`src/rtl/pulse_gen_pkg.sv`:
```
// -----------------------------------------------------------------------------
// pulse_gen_pkg
// Shared types and defaults for the multi-channel pulse generator.
//   pg_state_e   : per-channel FSM state (2-bit encoding)
//   PG_CNT_W     : default width of the delay/width counters
//   PG_CHANNELS  : default channel count
//   pg_is_busy() : states during which a channel reports busy
// Optional build macro used by the channel: PULSE_GEN_NEGEDGE_OUT_EN.
// -----------------------------------------------------------------------------
package pulse_gen_pkg;

  typedef enum logic [1:0] {
    WAIT_HIGH = 2'd0,  // waiting for the trigger level to be high
    ARMED     = 2'd1,  // high seen, next low sample fires the channel
    DELAY     = 2'd2,  // counting down the captured delay
    PULSE     = 2'd3   // output active, counting down the captured width
  } pg_state_e;

  localparam int PG_CNT_W    = 8;
  localparam int PG_CHANNELS = 4;

  // busy is a pure function of the state being entered, so it can be
  // registered alongside the state without a separate decode later.
  function automatic logic pg_is_busy(input pg_state_e s);
    return (s == DELAY) || (s == PULSE);
  endfunction

endpackage

```
`src/rtl/pulse_gen_channel.sv`:
```
// -----------------------------------------------------------------------------
// pulse_gen_channel
// One pulse-generator channel: detects a low-going trigger (after the level has
// been seen high), waits 'delay' cycles, then drives an output pulse that is
// exactly 'width' cycles long. delay/width are captured at the trigger edge.
//
// Ports
//   clk     in   system clock (all state on rising edge)
//   reset   in   synchronous active-high; channel -> WAIT_HIGH, out inactive
//   enable  in   low aborts the channel at that edge (same effect as reset)
//   in      in   trigger level
//   delay   in   CNT_W  delay in cycles between trigger and pulse start
//   width   in   CNT_W  pulse width in cycles (0 = trigger consumed, no pulse)
//   out     out  pulse output, idle level set by OUT_ACTIVE_LOW
//   busy    out  high while in DELAY or PULSE (registered)
//
// Build option
//   PULSE_GEN_NEGEDGE_OUT_EN : out is retimed through a falling-edge flop so
//   every out transition lands half a cycle after the rising edge that caused
//   it. busy is not retimed.
// -----------------------------------------------------------------------------
module pulse_gen_channel
  import pulse_gen_pkg::*;
#(
  parameter int CNT_W          = PG_CNT_W,
  parameter int OUT_ACTIVE_LOW = 1
) (
  input  logic             clk,
  input  logic             reset,
  input  logic             enable,
  input  logic             in,
  input  logic [CNT_W-1:0] delay,
  input  logic [CNT_W-1:0] width,
  output logic             out,
  output logic             busy
);

  localparam logic [CNT_W-1:0] ONE      = {{(CNT_W-1){1'b0}}, 1'b1};
  // Output level when the pulse is not active; out = act ^ IDLE_LVL.
  localparam logic             IDLE_LVL = (OUT_ACTIVE_LOW != 0);

  pg_state_e        state_q, state_d;
  logic [CNT_W-1:0] cnt_q,   cnt_d;
  logic [CNT_W-1:0] wid_q,   wid_d;   // width captured at the trigger edge
  logic             act_q,   act_d;   // pulse active, polarity-neutral
  logic             busy_q,  busy_d;

  // ---------------------------------------------------------------------------
  // State register
  // ---------------------------------------------------------------------------
  always_ff @(posedge clk) begin
    if (reset) begin
      state_q <= WAIT_HIGH;
      cnt_q   <= '0;
      wid_q   <= '0;
      act_q   <= 1'b0;
      busy_q  <= 1'b0;
    end else begin
      state_q <= state_d;
      cnt_q   <= cnt_d;
      wid_q   <= wid_d;
      act_q   <= act_d;
      busy_q  <= busy_d;
    end
  end

  // ---------------------------------------------------------------------------
  // Next state
  // ---------------------------------------------------------------------------
  always_comb begin
    state_d = state_q;
    cnt_d   = cnt_q;
    wid_d   = wid_q;
    act_d   = act_q;

    if (!enable) begin
      // Abort takes effect at this very edge, truncating any pulse.
      state_d = WAIT_HIGH;
      cnt_d   = '0;
      act_d   = 1'b0;
    end else begin
      unique case (state_q)
        WAIT_HIGH: begin
          // Re-arm only once the level is back high, so a level held low
          // (after reset or after a pulse) never fires again.
          if (in) state_d = ARMED;
        end

        ARMED: begin
          if (!in) begin
            if (width == '0) begin
              // Zero width consumes the trigger without a pulse.
              state_d = WAIT_HIGH;
            end else begin
              state_d = DELAY;
              cnt_d   = delay;
              wid_d   = width;
            end
          end
        end

        DELAY: begin
          if (cnt_q == '0) begin
            state_d = PULSE;
            // wid_q is nonzero here: zero width never leaves ARMED for DELAY.
            cnt_d   = wid_q - ONE;
            act_d   = 1'b1;
          end else begin
            cnt_d   = cnt_q - ONE;
          end
        end

        PULSE: begin
          if (cnt_q == '0) begin
            state_d = WAIT_HIGH;
            act_d   = 1'b0;
          end else begin
            cnt_d   = cnt_q - ONE;
          end
        end

        default: begin
          state_d = WAIT_HIGH;
          cnt_d   = '0;
          act_d   = 1'b0;
        end
      endcase
    end

    busy_d = pg_is_busy(state_d);
  end

  assign busy = busy_q;

  // ---------------------------------------------------------------------------
  // Output stage
  // ---------------------------------------------------------------------------
`ifdef PULSE_GEN_NEGEDGE_OUT_EN
  // act_q is already cleared by a reset seen on the rising edge, so copying
  // it on the following falling edge gives the synchronous clear for free.
  logic out_n;

  always_ff @(negedge clk) begin
    out_n <= act_q ^ IDLE_LVL;
  end

  assign out = out_n;
`else
  assign out = act_q ^ IDLE_LVL;
`endif

endmodule

```
`src/rtl/pulse_gen_multi.sv`:
```
// -----------------------------------------------------------------------------
// pulse_gen_multi
// CHANNELS independent pulse-generator channels. Each channel fires on a
// high-to-low transition of its trigger, waits its delay, then emits a pulse of
// its width. Typical use: strobes derived from slow control levels (TCK/TRST
// gating, scan-path select strobes).
//
// Ports
//   clk     in   system clock
//   reset   in   synchronous active-high; every channel idles, outputs inactive
//   enable  in   [CHANNELS]        per-channel enable; low aborts the channel
//   in      in   [CHANNELS]        trigger levels, sampled on rising clk
//   delay   in   [CHANNELS*CNT_W]  channel i uses bits [i*CNT_W +: CNT_W]
//   width   in   [CHANNELS*CNT_W]  same packing as delay
//   out     out  [CHANNELS]        pulse outputs, polarity per OUT_ACTIVE_LOW
//   busy    out  [CHANNELS]        high while the channel is in DELAY or PULSE
//
// Build option (handled inside pulse_gen_channel)
//   PULSE_GEN_NEGEDGE_OUT_EN : out retimed to the falling clock edge.
// -----------------------------------------------------------------------------
module pulse_gen_multi
  import pulse_gen_pkg::*;
#(
  parameter int CHANNELS       = PG_CHANNELS,
  parameter int CNT_W          = PG_CNT_W,
  parameter int OUT_ACTIVE_LOW = 1
) (
  input  logic                      clk,
  input  logic                      reset,
  input  logic [CHANNELS-1:0]       enable,
  input  logic [CHANNELS-1:0]       in,
  input  logic [CHANNELS*CNT_W-1:0] delay,
  input  logic [CHANNELS*CNT_W-1:0] width,
  output logic [CHANNELS-1:0]       out,
  output logic [CHANNELS-1:0]       busy
);

  // Packed 2-D views share the flat bus bit order: [i] == [i*CNT_W +: CNT_W].
  logic [CHANNELS-1:0][CNT_W-1:0] dly_a;
  logic [CHANNELS-1:0][CNT_W-1:0] wid_a;

  assign dly_a = delay;
  assign wid_a = width;

  for (genvar i = 0; i < CHANNELS; i++) begin : g_ch
    pulse_gen_channel #(
      .CNT_W          (CNT_W),
      .OUT_ACTIVE_LOW (OUT_ACTIVE_LOW)
    ) u_ch (
      .clk    (clk),
      .reset  (reset),
      .enable (enable[i]),
      .in     (in[i]),
      .delay  (dly_a[i]),
      .width  (wid_a[i]),
      .out    (out[i]),
      .busy   (busy[i])
    );
  end

endmodule
```
`config.mk`:
```
export PLATFORM = sky130hd
export DESIGN_NAME = pulse_gen_multi
export DESIGN_NICKNAME = d
export VERILOG_FILES = /design/src/rtl/pulse_gen_pkg.sv /design/src/rtl/pulse_gen_channel.sv /design/src/rtl/pulse_gen_multi.sv
export SDC_FILE = /design/constraint.sdc
export NUM_CORES = 1
export LEC_CHECK = 0
export CAP_MARGIN = 15
export CORE_UTILIZATION = 54
export CTS_CLUSTER_DIAMETER = 80
export DETAILED_ROUTE_END_ITERATION = 12
export PLACE_DENSITY = 0.88
export SYNTH_ARGS = -nofsm -noshare
export SYNTH_HDL_FRONTEND = slang
export SYNTH_SLANG_ARGS = --single-unit
```
`constraint.sdc`:
```
create_clock -name clk -period 2.4 [get_ports clk]
set_clock_uncertainty 0.15 [all_clocks]
set_input_delay 0.36 -clock clk [delete_from_list [all_inputs] [get_ports clk]]
set_output_delay 0.36 -clock clk [all_outputs]
set_load 0.01 [all_outputs]
```
Word level (Yosys, flattened, before mapping)
Cells that the tools add are included.
Widths: inputs -> output; s select.
{"block": "word_totals", "output_inout_bits": 8, "wordCells": 184, "input_bits": 74, "reg_bits": 80}
{"block": "op_classes", "add_sub_neg": 8, "eq_ne": 40, "muxes": 60, "n_reduce_logical": 40, "n_bitwise": 16}
{"operator": "$mux 8", "n": 16}
{"operator": "$pmux 8 s3", "n": 4}
{"operator": "$logic_not 8->1", "n": 8}
{"operator": "$sub 8x1->8 const B", "n": 8}
{"operator": "$mux 2", "n": 24}
{"operator": "$eq 2x2->1 const B", "n": 16}
{"operator": "$pmux 2 s4", "n": 4}
{"operator": "$reduce_and 4->1", "n": 8}
{"operator": "$ne 2x2->1 const B", "n": 12}
{"operator": "$ne 2x1->1 const B", "n": 8}
{"operator": "$not 1->1", "n": 16}
{"operator": "$reduce_and 3->1", "n": 4}
{"operator": "$reduce_bool 3->1", "n": 4}
{"operator": "$eq 2x1->1 const B", "n": 4}
{"operator": "$logic_not 2->1", "n": 4}
{"operator": "$mux 1", "n": 8}
{"operator": "$pmux 1 s2", "n": 4}
{"operator": "$reduce_bool 2->1", "n": 4}
{"operator": "$reduce_or 2->1", "n": 4}
{"operator": "$logic_or 1x1->1", "n": 4}

Logic depth before layout (Yosys ltp)
Gate-level depths: netlist (run 1).
{"block": "depth", "ltp_word": 7, "mapped_depth": 8, "ltp_nobuf": 7}

Hierarchy
Synthesis (run 1) repeated with hierarchy kept, for this count alone.
{"block": "hier_totals", "cells_unflattened": 581, "area_unflattened_um2": 4911.0}
{"mod": "pulse_gen_channel at g_ch[0].u_ch ...", "seq_area_each_um2": 400.4, "n_inst": 3, "cells_per_inst": 141, "area_each_um2": 1229.9}
{"mod": "pulse_gen_channel at g_ch[3].u_ch", "seq_area_each_um2": 400.4, "n_inst": 1, "cells_per_inst": 158, "area_each_um2": 1221.2}

Least setup slack after synthesis (run 1)
OpenSTA, ideal clock, no wires.
{"block": "synth_timing", "kind": "register -> register", "from": "register g_ch[2].u_ch.cnt_q[0]", "to": "register g_ch[2].u_ch.cnt_q[6]", "setup_ps": 129, "n_path_buf": 1, "required_time_ps": 2121, "synth_period_minus_slack_ps": 2177, "t_arrival_ps": 1898, "setup_slack_ps": 223, "path_stages_with_launch": 9, "cell_sequence": "dfxtp_1 > inv_1 > ha_1 > or4b_2 > or2_2 > buf_2 > o311a_1 > o21ai_0 > a31oi_1"}
{"block": "synth_between", "elab_chain_len": 3}
{"element": "start, declared", "line_no": "pulse_gen_channel.sv:43", "source": "logic [CNT_W-1:0] cnt_q, cnt_d;"}
{"element": "start signal, assigned", "line_no": "pulse_gen_channel.sv:60", "source": "cnt_q <= cnt_d;"}
{"element": "$sub 8x1->8 / $logic_not 8->1 (equally long branches)"}
{"element": "$mux 8 (tied with other cells)", "line_no": "pulse_gen_channel.sv:114", "source": "if (cnt_q == '0) begin"}
{"element": "$pmux 8 s3 / $reduce_and 4->1 (equally long branches)"}
Several ways; a longest one is shown, not always the timed one. The select of a mux whose other input is x is not followed.
A chain may end at the register's enable or synchronous reset.

Worst setup path in the final report (run 1)
{"block": "layout_timing", "from": "register g_ch[3].u_ch.cnt_q[3]", "to": "register g_ch[3].u_ch.cnt_q[7]"}
{"block": "layout_between", "elab_chain_len": 3}
{"element": "start, declared", "line_no": "pulse_gen_channel.sv:43"}
{"element": "start signal, assigned", "line_no": "pulse_gen_channel.sv:60"}
{"element": "$sub 8x1->8 / $logic_not 8->1 (equally long branches)"}
{"element": "$mux 8 (tied with other cells)", "line_no": "pulse_gen_channel.sv:114"}
{"element": "$pmux 8 s3 / $reduce_and 4->1 (equally long branches)"}
Several ways; a longest one is shown, not always the timed one. The select of a mux whose other input is x is not followed.

==> results of run 1 <==
worst reg2reg max path, delay by kind of cell (launching register included):
family | cells | cell delay [ns]
simple gates | 2 | 1.14
flops | 1 | 0.38
compound gates | 3 | 0.57
state kept, by name (all words and copies together), names as in the netlist:
register,cells
g_ch.u_ch.act_q,4
g_ch.u_ch.busy,4
g_ch.u_ch.state_q,8
g_ch.u_ch.cnt_q,32
g_ch.u_ch.wid_q,32
through the flow:
stage | cell area (um^2) | TNS, ns | setup WS, ns | std cells
final | 5892 | 0 | 0.06101 | 781
after global routing | 5892 | 0 | 0.003510 | 781
after CTS | 5884 | 0 | 0.04295 | 781
after detailed placement | 5684 | -1.847 | -0.1516 | 765
after global placement | 5684 | -0.3737 | -0.09649 | 765
after floorplan | 4725 | 0 | 0.2231 | 591
power breakdown:
part	leakage [uW]	internal [uW]	switching (uW)
logic	0.00156	259	242
registers	0.000647	1350	27.8
clock network	0.000103	536	485
final timing paths:
| path | startpoint | slack [ns] | cells past startpoint | endpoint |
|---|---|---|---|---|
| hold reg to reg | g_ch[3].u_ch.wid_q[7] | 0.34 | 2 | g_ch[3].u_ch.wid_q[7] |
| setup reg to reg | g_ch[3].u_ch.cnt_q[3] | 0.06 | 5 | g_ch[3].u_ch.cnt_q[7] |
| hold / removal | g_ch[3].u_ch.wid_q[7] | 0.34 | 2 | g_ch[3].u_ch.wid_q[7] |
| setup / recovery | g_ch[3].u_ch.cnt_q[3] | 0.06 | 5 | g_ch[3].u_ch.cnt_q[7] |
cells in the final DEF (no fill, tap or decap), types with 3 or more instances in the layout:
master	Yosys	final
mux2i_1	28	28
o21ai_1	3	4
o211ai_1	11	11
a41oi_1	3	3
a21oi_1	45	45
clkbuf_8	0	11
dfxtp_1	80	80
nor4_1	15	15
nand2b_1	12	12
o2bb2ai_1	4	4
o32ai_1	4	4
nor3b_1	6	6
xnor2_1	26	26
a31oi_1	16	16
buf_4	9	21
a211oi_1	4	4
o21ai_0	33	32
nand2_1	58	58
nor2_1	44	44
a311oi_1	3	3
and3_1	3	3
nor3_1	18	18
nand3_1	24	24
xor2_1	12	12
or4_1	9	9
o31ai_1	3	3
nor2b_1	10	10
inv_1	31	31
ha_1	12	12
or2_2	4	4
clkdlybuf4s50_1	0	81
and2_1	3	3
kinds of logic after synthesis:
| family | after synthesis |
|---|---|
| flops | 80 |
| compound gates | 151 |
| simple gates | 216 |
| xor+xnor | 38 |
| fa+ha+maj | 12 |
| mux | 28 |
| buf+inv | 66 |
synth_stat cells, types with 10 or more instances:
cell      count  area [um^2]
nor2b_1      10        62.56
a21oi_1      45        225.2
xor2_1       12        105.1
clkbuf_1     18        67.56
xnor2_1      26        227.7
mux2i_1      28        280.3
ha_1         12        150.1
o21ai_0      33        165.2
a31oi_1      16        100.1
nand3_1      24        120.1
inv_1        31        116.4
nor4_1       15        93.84
dfxtp_1      80         1602
nand2b_1     12        75.07
nand2_1      58        217.7
nor2_1       44        165.2
nor3_1       18        90.09
o211ai_1     11        82.58
area by class of cell:
cell class / count / area, um^2
tap: 105 / 131.4
clock inverter: 3 / 40.04
fill: 662 / 2449
inverter: 31 / 116.4
multi-input combinational: 445 / 2835
sequential: 80 / 1602
timing repair buffer: 104 / 1008
clock buffer: 13 / 158.9
timing repair:
item,in CTS,in global routing
resized for setup,1,3
endpoints found under the setup margin,2,14
hold buffers,0,0
hold endpoints to repair,0,0
per-layer routing:
metal	global-route usage [%]	up-vias
met5	0	-
met4	10.07	0
met3	3.987	23
met2	47.80	209
met1	32.25	2157
li1	-	2287
==> results.sh, run 1 <==
export IMPL_status="finished, final reports clean"
export IMPL_crit_chain="or4_4 > or4_1 > a21o_4 > o21ai_0 > a31oi_1"
export IMPL_die_area_um2=9127
export IMPL_cp_top_family="simple AND/OR/NAND/NOR gates"
export IMPL_cts_buffers=9
export IMPL_required_ns=2.49
export IMPL_rows=33
export IMPL_muxShareOfSynthArea_pct=5.932
export IMPL_slew_headroom_pct=56.94
export IMPL_synth_cell_types=56
export IMPL_ys_ff_latch=80
export IMPL_yosys_area_share_simple_pct=23.20
export IMPL_fmax_mhz=427.5
export IMPL_diodes=0
export IMPL_clk_insertion_delay_late_ns=0.35
export IMPL_hold_viol=0
export IMPL_wl_met3_um=835
export IMPL_fin_crit_ns=2.339
export IMPL_top_layer_used="met4"
export IMPL_drtPass1Iterations=5
export IMPL_synth_area_um2=4725
export IMPL_slowest_stage="or4_4"
export IMPL_setup_violations=0
export IMPL_total_power_uw=2899
export IMPL_synth_edff_count=0
export IMPL_worstPathArrival_ns=2.43
export IMPL_cts_setup_buffers=0
export IMPL_leakagePower_uw=0.002311
export IMPL_irDropWorstVdd_v=0.0002633
export IMPL_wire_per_inst_um=15.12
export IMPL_period_share_pct=97.46
export IMPL_groute_usage_overall_pct=26.78
export IMPL_ys_flop_type="dfxtp_1"
export IMPL_fin_hold_ws_ns=0.3379
export IMPL_syn_num_nets=677
export IMPL_drc=0
export IMPL_root_buffer="clkbuf_8"
export IMPL_rsz0062_at_grt="false"
export IMPL_drt_initial_drc_count=164
export IMPL_synth_compound_area_share_pct=20.21
export IMPL_slew_violations=0
export IMPL_grt_pass1_wl_mm=19.35
export IMPL_viasPerCell=5.987
export IMPL_worst_setup_path_start_kind="flip-flop"
export IMPL_start_util_pct=56.65
export IMPL_final_layout_size_suffix_gt1_share_pct=7.396
export IMPL_ys_warn_count=0
export IMPL_met2_length_mm=5.871
export IMPL_syn_area_per_cell_um2=7.994
export IMPL_seq_area_frac_synth_pct=33.90
export IMPL_grt_max_degree=21
export IMPL_place_congestion=0.9325
export IMPL_postSynthCellCount=591
export IMPL_core_area_um2=8341
export IMPL_async_flop_share_pct=0
export IMPL_final_nets=757
export IMPL_postRouteAntennaNets=0
export IMPL_cts_max_level=3
export IMPL_clk_pin_slew_ns=0.08
export IMPL_path_buf_inv=0
export IMPL_endpoint_kind="flip-flop"
export IMPL_drt_wl_total_mm=11.81
export IMPL_tightest_slew_ns=0.6409
export IMPL_maxCapViolCount=0
export IMPL_clockBufferDepth=2
export IMPL_pwr_density_cell_nw_per_um2=492.0
export IMPL_grt_pass1_vias=4350
export IMPL_num_vias=4676
export IMPL_synth_xor_area_share_pct=7.044
export IMPL_cts_sinks=80
export IMPL_area_delta_synth_final_pct=24.71
export IMPL_antenna_found_initial=0
export IMPL_drt_met1_wl_mm=4.900
export IMPL_globalRoute_totalOverflow=0
export IMPL_synth_top_family_by_area="simple AND/OR/NAND/NOR gates"
export IMPL_die_width_um=95.54
export IMPL_path_max_fanout=15
export IMPL_hold_path_class="reg -> reg"
export IMPL_die_height_um=95.54
export IMPL_crit_type="reg -> reg"
export IMPL_cp_slowest_stage_delay_ns=0.59
export IMPL_synthAdderAreaFrac_pct=3.178
export IMPL_cts_tree="yes"
export IMPL_portBuffers=81
export IMPL_postLayoutCoreUtil_pct=70.64
export IMPL_io_pin_count=82
export IMPL_dp_hpwl_mm=8.870
Note: power is estimated with default switching activity, not from simulation.
==> inputs of run 2 (changes only) <==
Settings changed: SLEW_MARGIN set to 20.
==> results of run 2 <==
Final layout, timing and power as in run 1 (identical DEF).
==> inputs of run 3 (changes only) <==
Settings changed: HOLD_SLACK_MARGIN set to 0.15.
==> results of run 3 <==
Final layout, timing and power as in run 1 (identical DEF).
